[src/rtl/pipelined_rca_pkg.sv]
// Shared constants and helpers for the segmented, pipelined ripple-carry adder.
// Default geometry plus the stage-count derivation used by the top level.
package pipelined_rca_pkg;

  localparam int WIDTH_DEF = 64;
  localparam int SEG_DEF   = 16;

  // Number of ripple segments (one per pipeline stage); 0 flags a bad SEG.
  function automatic int calc_stages(input int w, input int seg);
    return (seg < 1) ? 0 : w / seg;
  endfunction

endpackage

[src/rtl/rca_seg.sv]
// Purely combinational W-bit ripple-carry segment.
// Exposes the carry into its MSB so the last stage can form signed overflow.
module rca_seg #(
  parameter int W = 16
) (
  input  logic [W-1:0] a_i,
  input  logic [W-1:0] b_i,
  input  logic         c_i,
  output logic [W-1:0] s_o,
  output logic         c_o,
  output logic         cm_o
);

  logic [W:0] c;

  // Bit-serial ripple: each bit's carry feeds the next.
  always_comb begin
    c    = '0;
    s_o  = '0;
    c[0] = c_i;
    for (int i = 0; i < W; i++) begin
      s_o[i]   = a_i[i] ^ b_i[i] ^ c[i];
      c[i+1]   = (a_i[i] & b_i[i]) | (c[i] & (a_i[i] ^ b_i[i]));
    end
  end

  assign c_o  = c[W];
  assign cm_o = c[W-1];

endmodule

[src/rtl/pipelined_rca.sv]
// Pipelined add/sub: one SEG-bit ripple segment per stage, valid/ready flow.
// Operands travel with the transaction; finished sum segments accumulate.
module pipelined_rca
  import pipelined_rca_pkg::*;
#(
  parameter int WIDTH = WIDTH_DEF,
  parameter int SEG   = SEG_DEF
) (
  input  logic             clk,
  input  logic             rst,
  input  logic             in_valid,
  output logic             in_ready,
  input  logic [WIDTH-1:0] a,
  input  logic [WIDTH-1:0] b,
  input  logic             cIn,
  input  logic             sub,
  output logic             out_valid,
  input  logic             out_ready,
  output logic [WIDTH-1:0] s,
  output logic             cOut,
  output logic             ovf
);

  localparam int STAGES = calc_stages(WIDTH, SEG);
  localparam int SEG_NZ = (SEG < 1) ? 1 : SEG;

  if ((SEG < 1) || (WIDTH % SEG_NZ != 0)) begin : g_bad_cfg
    $error("pipelined_rca: WIDTH must be a positive multiple of SEG");
  end

  logic [WIDTH-1:0] a_q [STAGES];
  logic [WIDTH-1:0] b_q [STAGES];
  logic [WIDTH-1:0] s_q [STAGES];
  logic             v_q [STAGES];
  logic             c_q [STAGES];
  logic             m_q [STAGES];
  logic [STAGES:0]  rdy;
  logic [WIDTH-1:0] bx;
  logic             c0;

  // Subtract is a + ~b + 1; invert once at the entry so stages are mode-free.
  assign bx = sub ? ~b : b;
  assign c0 = sub | cIn;

  // Backward ready chain: a stage may load when empty or its successor moves.
  always_comb begin
    rdy         = '0;
    rdy[STAGES] = out_ready;
    for (int k = STAGES - 1; k >= 0; k--) begin
      rdy[k] = !v_q[k] || rdy[k+1];
    end
  end

  assign in_ready = rdy[0];

  for (genvar k = 0; k < STAGES; k++) begin : g_stage
    logic [WIDTH-1:0] sa, sb, ss, s_d;
    logic             sc, sv;
    logic [SEG-1:0]   seg_s;
    logic             seg_c, seg_m;

    if (k == 0) begin : g_src_in
      assign sa = a;
      assign sb = bx;
      assign ss = '0;
      assign sc = c0;
      assign sv = in_valid;
    end else begin : g_src_prev
      assign sa = a_q[k-1];
      assign sb = b_q[k-1];
      assign ss = s_q[k-1];
      assign sc = c_q[k-1];
      assign sv = v_q[k-1];
    end

    rca_seg #(.W(SEG)) u_seg (
      .a_i  (sa[k*SEG +: SEG]),
      .b_i  (sb[k*SEG +: SEG]),
      .c_i  (sc),
      .s_o  (seg_s),
      .c_o  (seg_c),
      .cm_o (seg_m)
    );

    // Merge this stage's segment into the partial sum carried forward.
    always_comb begin
      s_d                = ss;
      s_d[k*SEG +: SEG]  = seg_s;
    end

    // Stage register: capture on advance, hold while downstream is stalled.
    always_ff @(posedge clk or posedge rst) begin
      if (rst) begin
        v_q[k] <= 1'b0;
        a_q[k] <= '0;
        b_q[k] <= '0;
        s_q[k] <= '0;
        c_q[k] <= 1'b0;
        m_q[k] <= 1'b0;
      end else if (rdy[k]) begin
        v_q[k] <= sv;
        if (sv) begin
          a_q[k] <= sa;
          b_q[k] <= sb;
          s_q[k] <= s_d;
          c_q[k] <= seg_c;
          m_q[k] <= seg_m;
        end
      end
    end
  end

  assign out_valid = v_q[STAGES-1];
  assign s         = s_q[STAGES-1];
  assign cOut      = c_q[STAGES-1];
  assign ovf       = c_q[STAGES-1] ^ m_q[STAGES-1];

endmodule
[config.mk]
export PLATFORM = sky130hd
export DESIGN_NAME = pipelined_rca
export DESIGN_NICKNAME = d
export VERILOG_FILES = /design/src/rtl/pipelined_rca_pkg.sv /design/src/rtl/rca_seg.sv /design/src/rtl/pipelined_rca.sv
export SDC_FILE = /design/constraint.sdc
export NUM_CORES = 1
export LEC_CHECK = 0
export CAP_MARGIN = 10
export CORE_MARGIN = 10
export CORE_UTILIZATION = 60
export CTS_BUF_LIST = sky130_fd_sc_hd__clkbuf_2 sky130_fd_sc_hd__clkbuf_4 sky130_fd_sc_hd__clkbuf_8
export DETAILED_ROUTE_END_ITERATION = 16
export PLACE_DENSITY_LB_ADDON = 0.3
export SETUP_SLACK_MARGIN = 0.3
export SLEW_MARGIN = 15
export SYNTH_ARGS = -nofsm -noshare
export SYNTH_HDL_FRONTEND = slang
export SYNTH_HIERARCHICAL = 1
export SYNTH_SLANG_ARGS = --single-unit
[constraint.sdc]
create_clock -name clk -period 27.7 [get_ports clk]
set_input_delay 4.155 -clock clk [delete_from_list [all_inputs] [get_ports clk]]
set_output_delay 4.155 -clock clk [all_outputs]
set_load 0.02 [all_outputs]
==> summary.txt, run 1 <==
Flow run
  – Max_cap viols: 0

Critical path
  – CP delay by family, top: adder cells
  – CP peak stage delay: ~420 ps
  – Worst setup EP type: flip-flop
  – Critical path buffer and inverter count: 5
  – Data required, critical path: 28150 ps
  – WP data arrival: 11060 ps
  – Cell mode on critical path: fa_1
  – Kind of critical path: input port to flip-flop
  – Critical path fanouts, max: 1
  – Critical path launch point type: input port
  – Worst path cell trace: clkdlybuf4s50_1, or2_2, fa_1, inv_1, fa_1, inv_1, fa_1, fa_1, fa_1, fa_1, fa_1, fa_1, fa_1, fa_1, fa_1, fa_1, fa_1, fa_1, inv_1, fa_1, inv_1, fa_1, mux2_2
  – Slowest cell on crit path: fa_1

Floorplan
  – Die Span Y: 182 um
  – Core footprint: 0.0259 sq mm
  – Die area: 0.0331 sq mm
  – Site row count: 59
  – Starting density of the core: between 60 and 70%
  – Die Wd: roughly 180 um
  – IO Pins: 202

Detailed routing
  – DRT Pass-1 Iters: 4
  – Routed vias/inst: 5.26
  – Detailed Route WL: 29600 um
  – Iter 0 DRT Violations: 351
  – ANT nets after route: 0
  – Wirelength per Cell: about 19 um
  – DRC errors left: 0
  – Via count: 8119

Power and ir drop
  – Leak: 8.40 nW
  – Pwr/cell area: 100 mW/mm^2
  – Peak VDD IR: between 0.06 and 0.07 mV

GRT
  – Largest net degree at the start of global routing: 172
  – Initial antenna violation count: 1
  – GRT Total Usage: 18.2%
  – Vias in the first global route: roughly 9300
  – First-pass GRT wire length: 49200 um
  – GRT overflow: 0

Timing
  – Worst-Margin Slew: around 1100 ps
  – Tcrit/Tclk final: 38.3%
  – Final hold vios: 0
  – Final Max Slew Viols: 0
  – Clock skew: 12.2 ps
  – Post-layout min period: 10610 ps
  – Setup slack after layout: 17090 ps
  – Unrepaired setup endpoints after global routing: false
  – Setup Viol. Count Final: 0
  – Relative slew slack: 25.4%
  – Fmax: 0.0943 GHz
  – Setup TNS: 0 ps

Placed design
  – RePlAce Congestion: 0.756
  – IO buf count: 201
  – Dpl cells: 1445
  – HPWL after detailed placement: 19400 um
  – Area after DPL: 0.0179 sq mm
  – Pre-CTS setup slack: 16470 ps

Cells and area
  – Core Util, Final: between 70% and 80%
  – Final std cells w/o fill: 1544
  – Diode count: 0
  – Post-Layout Inst Area: 0.0192 sq mm
  – Multi-input logic area: 0.00626 sq mm
  – Synth-to-Final Area Change: 21.8%
  – Layout cells sized above 1: 39.0%
  – Register Area: 0.00903 sq mm
  – Fillers: 1665
  – # nets final: 1367

Yosys
  – Synthesized flop and latch total: 361
  – Yosys cell types: 18
  – Cells after Synth: 946
  – Post-synthesis sequential area ratio: a little under three fifths
  – Mapped Area: 0.0157 sq mm
  – Syn_area_per_cell: 16.6 sq um
  – Syn nets: 1144
  – Yosys Warn Count: 6

Clock tree
  – Cts bufs inserted: 57
  – Max H-tree Level: 2
  – # clock sinks: 361
  – Clock Tree Buf Depth: 3
  – Worst skew pair latency: 570 ps
  – Root Buffer: clkbuf_8
  – CTS resizes: 0
  – Hold_buf cts: 0
  – TritonCTS clock tree: done
  – Clk pin slew, worst setup/hold paths: about 60 ps
  – Setup Buffers After CTS: 0

Run status
  – Outcome: finished clean

Min path
  – Hold Crit Class: flip-flop to flip-flop
## cell families after synthesis
family	Yosys count	share of synthesized area [%]
adders and majority gates	64	8.15
DFF	361	57.4
and+or+nand+nor	13	0.525
xor gates and xnor gates	65	3.62
buffers and inverters	85	2.94
AOI/OAI and AO/OA	1	0.119
muxes	357	27.2
## worst register-to-register path, stage by stage (launching register included)
cell,delay (ps)
dfrtp_1,400
fa_1,420
inv_1,70
fa_1,180
inv_1,70
fa_1,390
fa_1,440
fa_1,400
fa_1,400
fa_1,390
fa_1,420
fa_1,420
fa_1,400
fa_1,410
fa_1,400
fa_1,390
fa_1,360
inv_1,70
fa_1,190
inv_1,70
fa_1,430
mux2_2,270
## power by group
part | switching, mW | internal [mW] | total (mW) | leakage, nW
Sequential | 0.117 | 0.727 | 0.843 | 4.21
Clock | 0.194 | 0.270 | 0.464 | 0.645
Combinational | 0.255 | 0.354 | 0.609 | 3.54
Total | 0.565 | 1.35 | 1.92 | 8.40
## state kept, by name, indices dropped and copies added, names as in the netlist
name,cells
g_stage.sa,96
g_stage.sb,96
g_stage.ss,96
s,64
g_stage.sc,3
g_stage.sv,3
cOut,1
m_q,1
out_valid,1
## stage by stage
step / total power, mW / hold WS (ps)
after floorplan: 1.23 / 475
after global placement: 1.44 / 480
after detailed placement: 1.47 / 489
after CTS: 1.95 / 498
after global routing: 2.05 / 513
final: 1.92 / 495
## worst paths after layout
kind                                   startpoint                 to  slack, ps  cells past startpoint
worst min register to register   g_stage[2].ss[5]   g_stage[3].ss[5]        490                      1
worst min-delay path             g_stage[2].ss[5]   g_stage[3].ss[5]        490                      1
max in group asynchronous                     rst  g_stage[2].sb[42]      22170                      3
min in group asynchronous                     rst  g_stage[1].sa[52]       4140                      2
worst max register to register  g_stage[3].sa[48]              s[63]      20590                     21
worst max-delay path                          cIn  g_stage[1].ss[15]      17090                     23
## layout make-up
class                           count  area share (%)
Clock inverter                      1          0.0392
Inverter                           41           0.842
Timing Repair Buffer              208            10.8
Tap cell                          335            2.19
Multi-Input combinational cell    500            32.7
Sequential cell                   361            47.2
Clock buffer                       98            6.29
## layout by cell type, fill, tap and decap left out, drive strengths merged
master         instances
inv                   41
or2                    1
fa                    64
nand2                  4
clkdlybuf4s50        200
nand3b                 1
clkinvlp               1
dfrtp                361
clkbuf                98
xor2                  65
nand4b                 1
buf                    8
nand2b                 5
a21boi                 1
and4b                  1
mux2                 357
## layer usage
metal	share of wire (%)	routed length [um]	track usage [%]
met2	50	14900	30.3
met1	43	12800	23.6
met5	0.044	13	0
met3	5.2	1530	4.31
met4	1.3	394	4.75
## cells in the mapped netlist
cell | n | area (sq um)
xor2_1 | 65 | 569
a21boi_4 | 1 | 18.8
buf_6 | 1 | 11.3
inv_1 | 41 | 154
nand4b_1 | 1 | 8.76
clkbuf_1 | 1 | 3.75
and4b_4 | 1 | 13.8
buf_2 | 30 | 150
fa_1 | 64 | 1280
mux2_2 | 287 | 3230
dfrtp_1 | 361 | 9030
mux2_4 | 70 | 1050
buf_8 | 7 | 105
nand2_1 | 4 | 15.0
nand3b_1 | 1 | 7.51
nand2b_1 | 5 | 31.3
or2_2 | 1 | 6.26
buf_4 | 5 | 37.5
Note: power is estimated with default switching activity, not from simulation.
==> run 2: changes to the inputs <==
Settings changed: CORE_UTILIZATION 60 to 52.
Clock period 27.7 ns to 9.47 ns, I/O delays scaled along.
==> summary.txt, run 2 (synthesized netlist as in run 1, its figures left out) <==
Power and ir drop
  – Leak: 8.44 nW (+0.45%)
  – Tot Pwr: 5.65 mW (+190%)
  – Pwr/cell area: 292 mW/mm^2 (+190%)
  – Peak VDD IR: 0.155 mV (+130%)

Clock tree
  – Root Buffer: clkbuf_8
  – Clock Tree Buf Depth: 3 (unchanged)
  – Cts bufs inserted: 59 (+3.5%)
  – Hold_buf cts: 0 (unchanged)
  – TritonCTS clock tree: done
  – Worst skew pair latency: 580 ps (about the same)
  – # clock sinks: 361 (unchanged)
  – CTS resizes: 0 (unchanged)
  – Clk pin slew, worst setup/hold paths: 70 ps (about the same)
  – Max H-tree Level: 2 (unchanged)
  – Setup Buffers After CTS: 0 (unchanged)

Cells and area
  – Synth-to-Final Area Change: 22.8%
  – Commonest cells after routing, fill and taps aside: dfrtp_1 (361), mux2_2 (287), clkdlybuf4s50_1 (200)
  – Layout cells sized above 1: 39.3% (+0.35 points)
  – Core Util, Final: 65.0% (-8.9 points)
  – # nets final: 1371 (+0.29%)
  – Commonest non-fill, non-tap cell in the layout: dfrtp_1

Detailed routing
  – DRT Pass-1 Iters: 4 (unchanged)
  – Routed vias/inst: 5.05 (-4.0%)
  – Iter 0 DRT Violations: 346 (-1.4%)
  – ANT nets after route: 0 (unchanged)
  – Detailed Route WL: 30300 um (+2.4%)
  – Via count: 8114 (-0.062%)
  – DRC errors left: 0 (unchanged)
  – Wirelength per Cell: 18.9 um (-1.6%)

Critical path
  – Kind of critical path: input port to flip-flop
  – Worst setup EP type: flip-flop
  – Critical path fanouts, max: 1 (unchanged)
  – WP data arrival: 8480 ps (-2580 ps)
  – Reg2reg path depth: 21 (unchanged)
  – Data required, critical path: 9920 ps (-18230 ps)
  – Critical path launch point type: input port

Floorplan
  – Die area: 0.0376 sq mm (+14%)
  – Die Wd: 194 um (+6.6%)
  – Die Span Y: 194 um (+6.6%)
  – IO Pins: 202 (unchanged)
  – Core footprint: 0.0297 sq mm (+15%)
  – Site row count: 63 (+6.8%)
  – Starting density of the core: 52.9% (-7.8 points)

Timing
  – Setup TNS: 0 ps (unchanged)
  – Worst-Margin Slew: 1160 ps (+42.3 ps)
  – Relative slew slack: 22.6% (-2.8 points)
  – Clock skew: 17.6 ps (+5.37 ps)
  – Post-layout min period: 8030 ps
  – Fmax: 0.125 GHz
  – Final Max Slew Viols: 0 (unchanged)
  – Unrepaired setup endpoints after global routing: false
  – Setup Viol. Count Final: 0 (unchanged)
  – Final hold vios: 0 (unchanged)
  – Tcrit/Tclk final: 84.8%

Placed design
  – IO buf count: 201 (unchanged)
  – HPWL after detailed placement: 19700 um (+1.4%)
  – RePlAce Congestion: 0.728 (-3.7%)

GRT
  – Initial antenna violation count: 1 (unchanged)
  – Largest net degree at the start of global routing: 199 (+16%)
  – Vias in the first global route: 9293 (+0.054%)
  – GRT Total Usage: 16.2% (-2.0 points)
  – First-pass GRT wire length: 50100 um (+1.7%)
  – GRT overflow: 0 (unchanged)

Min path
  – Hold path cells: 1 (unchanged)
  – Hold Crit Class: flip-flop to flip-flop

Flow run
  – Max_cap viols: 0 (unchanged)

Run status
  – Outcome: finished clean
## run 2: stage by stage
stage	setup slack, ps	std cells	cell area (sq um)	hold slack, ps
3_5_place_dp	944	1502	18000	488
2_1_floorplan	1220	946	15700	475
4_1_cts	1450	1606	19300	500
6_report	1440	1607	19300	492
5_1_grt	1320	1606	19300	513
3_3_place_gp	1030	1502	18000	479
## run 2: final timing paths
check | startpoint | to | slack, ps
setup / recovery | cIn | g_stage[1].ss[15] | 1440
hold / removal | g_stage[3].ss[3] | s[3] | 490
setup reg to reg | g_stage[3].sa[48] | s[63] | 2420
hold reg to reg | g_stage[3].ss[3] | s[3] | 490
max in group asynchronous | rst | g_stage[1].sb[41] | 6220
min in group asynchronous | rst | s[3] | 1420
## run 2: final cells by class
type,instances,area [sq um]
Timing Repair Buffer,210,2090
Antenna cell,1,2.50
Clock inverter,5,33.8
Tap cell,390,488
Clock buffer,99,1250
Sequential cell,361,9030
Inverter,41,158
Fill cell,2184,10400
Multi-Input combinational cell,500,6260
## run 2: worst max-delay path: stages
cell             delay [ps]
clkdlybuf4s50_1         380
or2_2                   290
fa_1                    380
inv_1                    80
fa_1                    160
inv_1                    50
fa_1                    370
fa_1                    380
fa_1                    380
fa_1                    390
fa_1                    400
fa_1                    390
fa_1                    420
fa_1                    420
fa_1                    390
fa_1                    390
fa_1                    400
fa_1                    390
inv_1                    90
fa_1                    160
inv_1                    50
fa_1                    420
mux2_2                  270
## run 2: layer usage
| layer | share of wire (%) | vias to the layer above | wire, um | GRT usage, % |
|---|---|---|---|---|
| li1 | - | 3659 | - | - |
| met3 | 4.7 | 47 | 1420 | 3.91 |
| met1 | 44 | 4250 | 13300 | 20.9 |
| met5 | 0.043 | - | 13 | 0 |
| met4 | 1.5 | 2 | 447 | 3.66 |
| met2 | 50 | 156 | 15100 | 27.3 |
## run 2: power by group
part           switching (mW)  leakage, nW  internal (mW)
registers               0.339         4.21           2.13
clock network           0.590        0.678          0.826
logic                   0.734         3.55           1.03
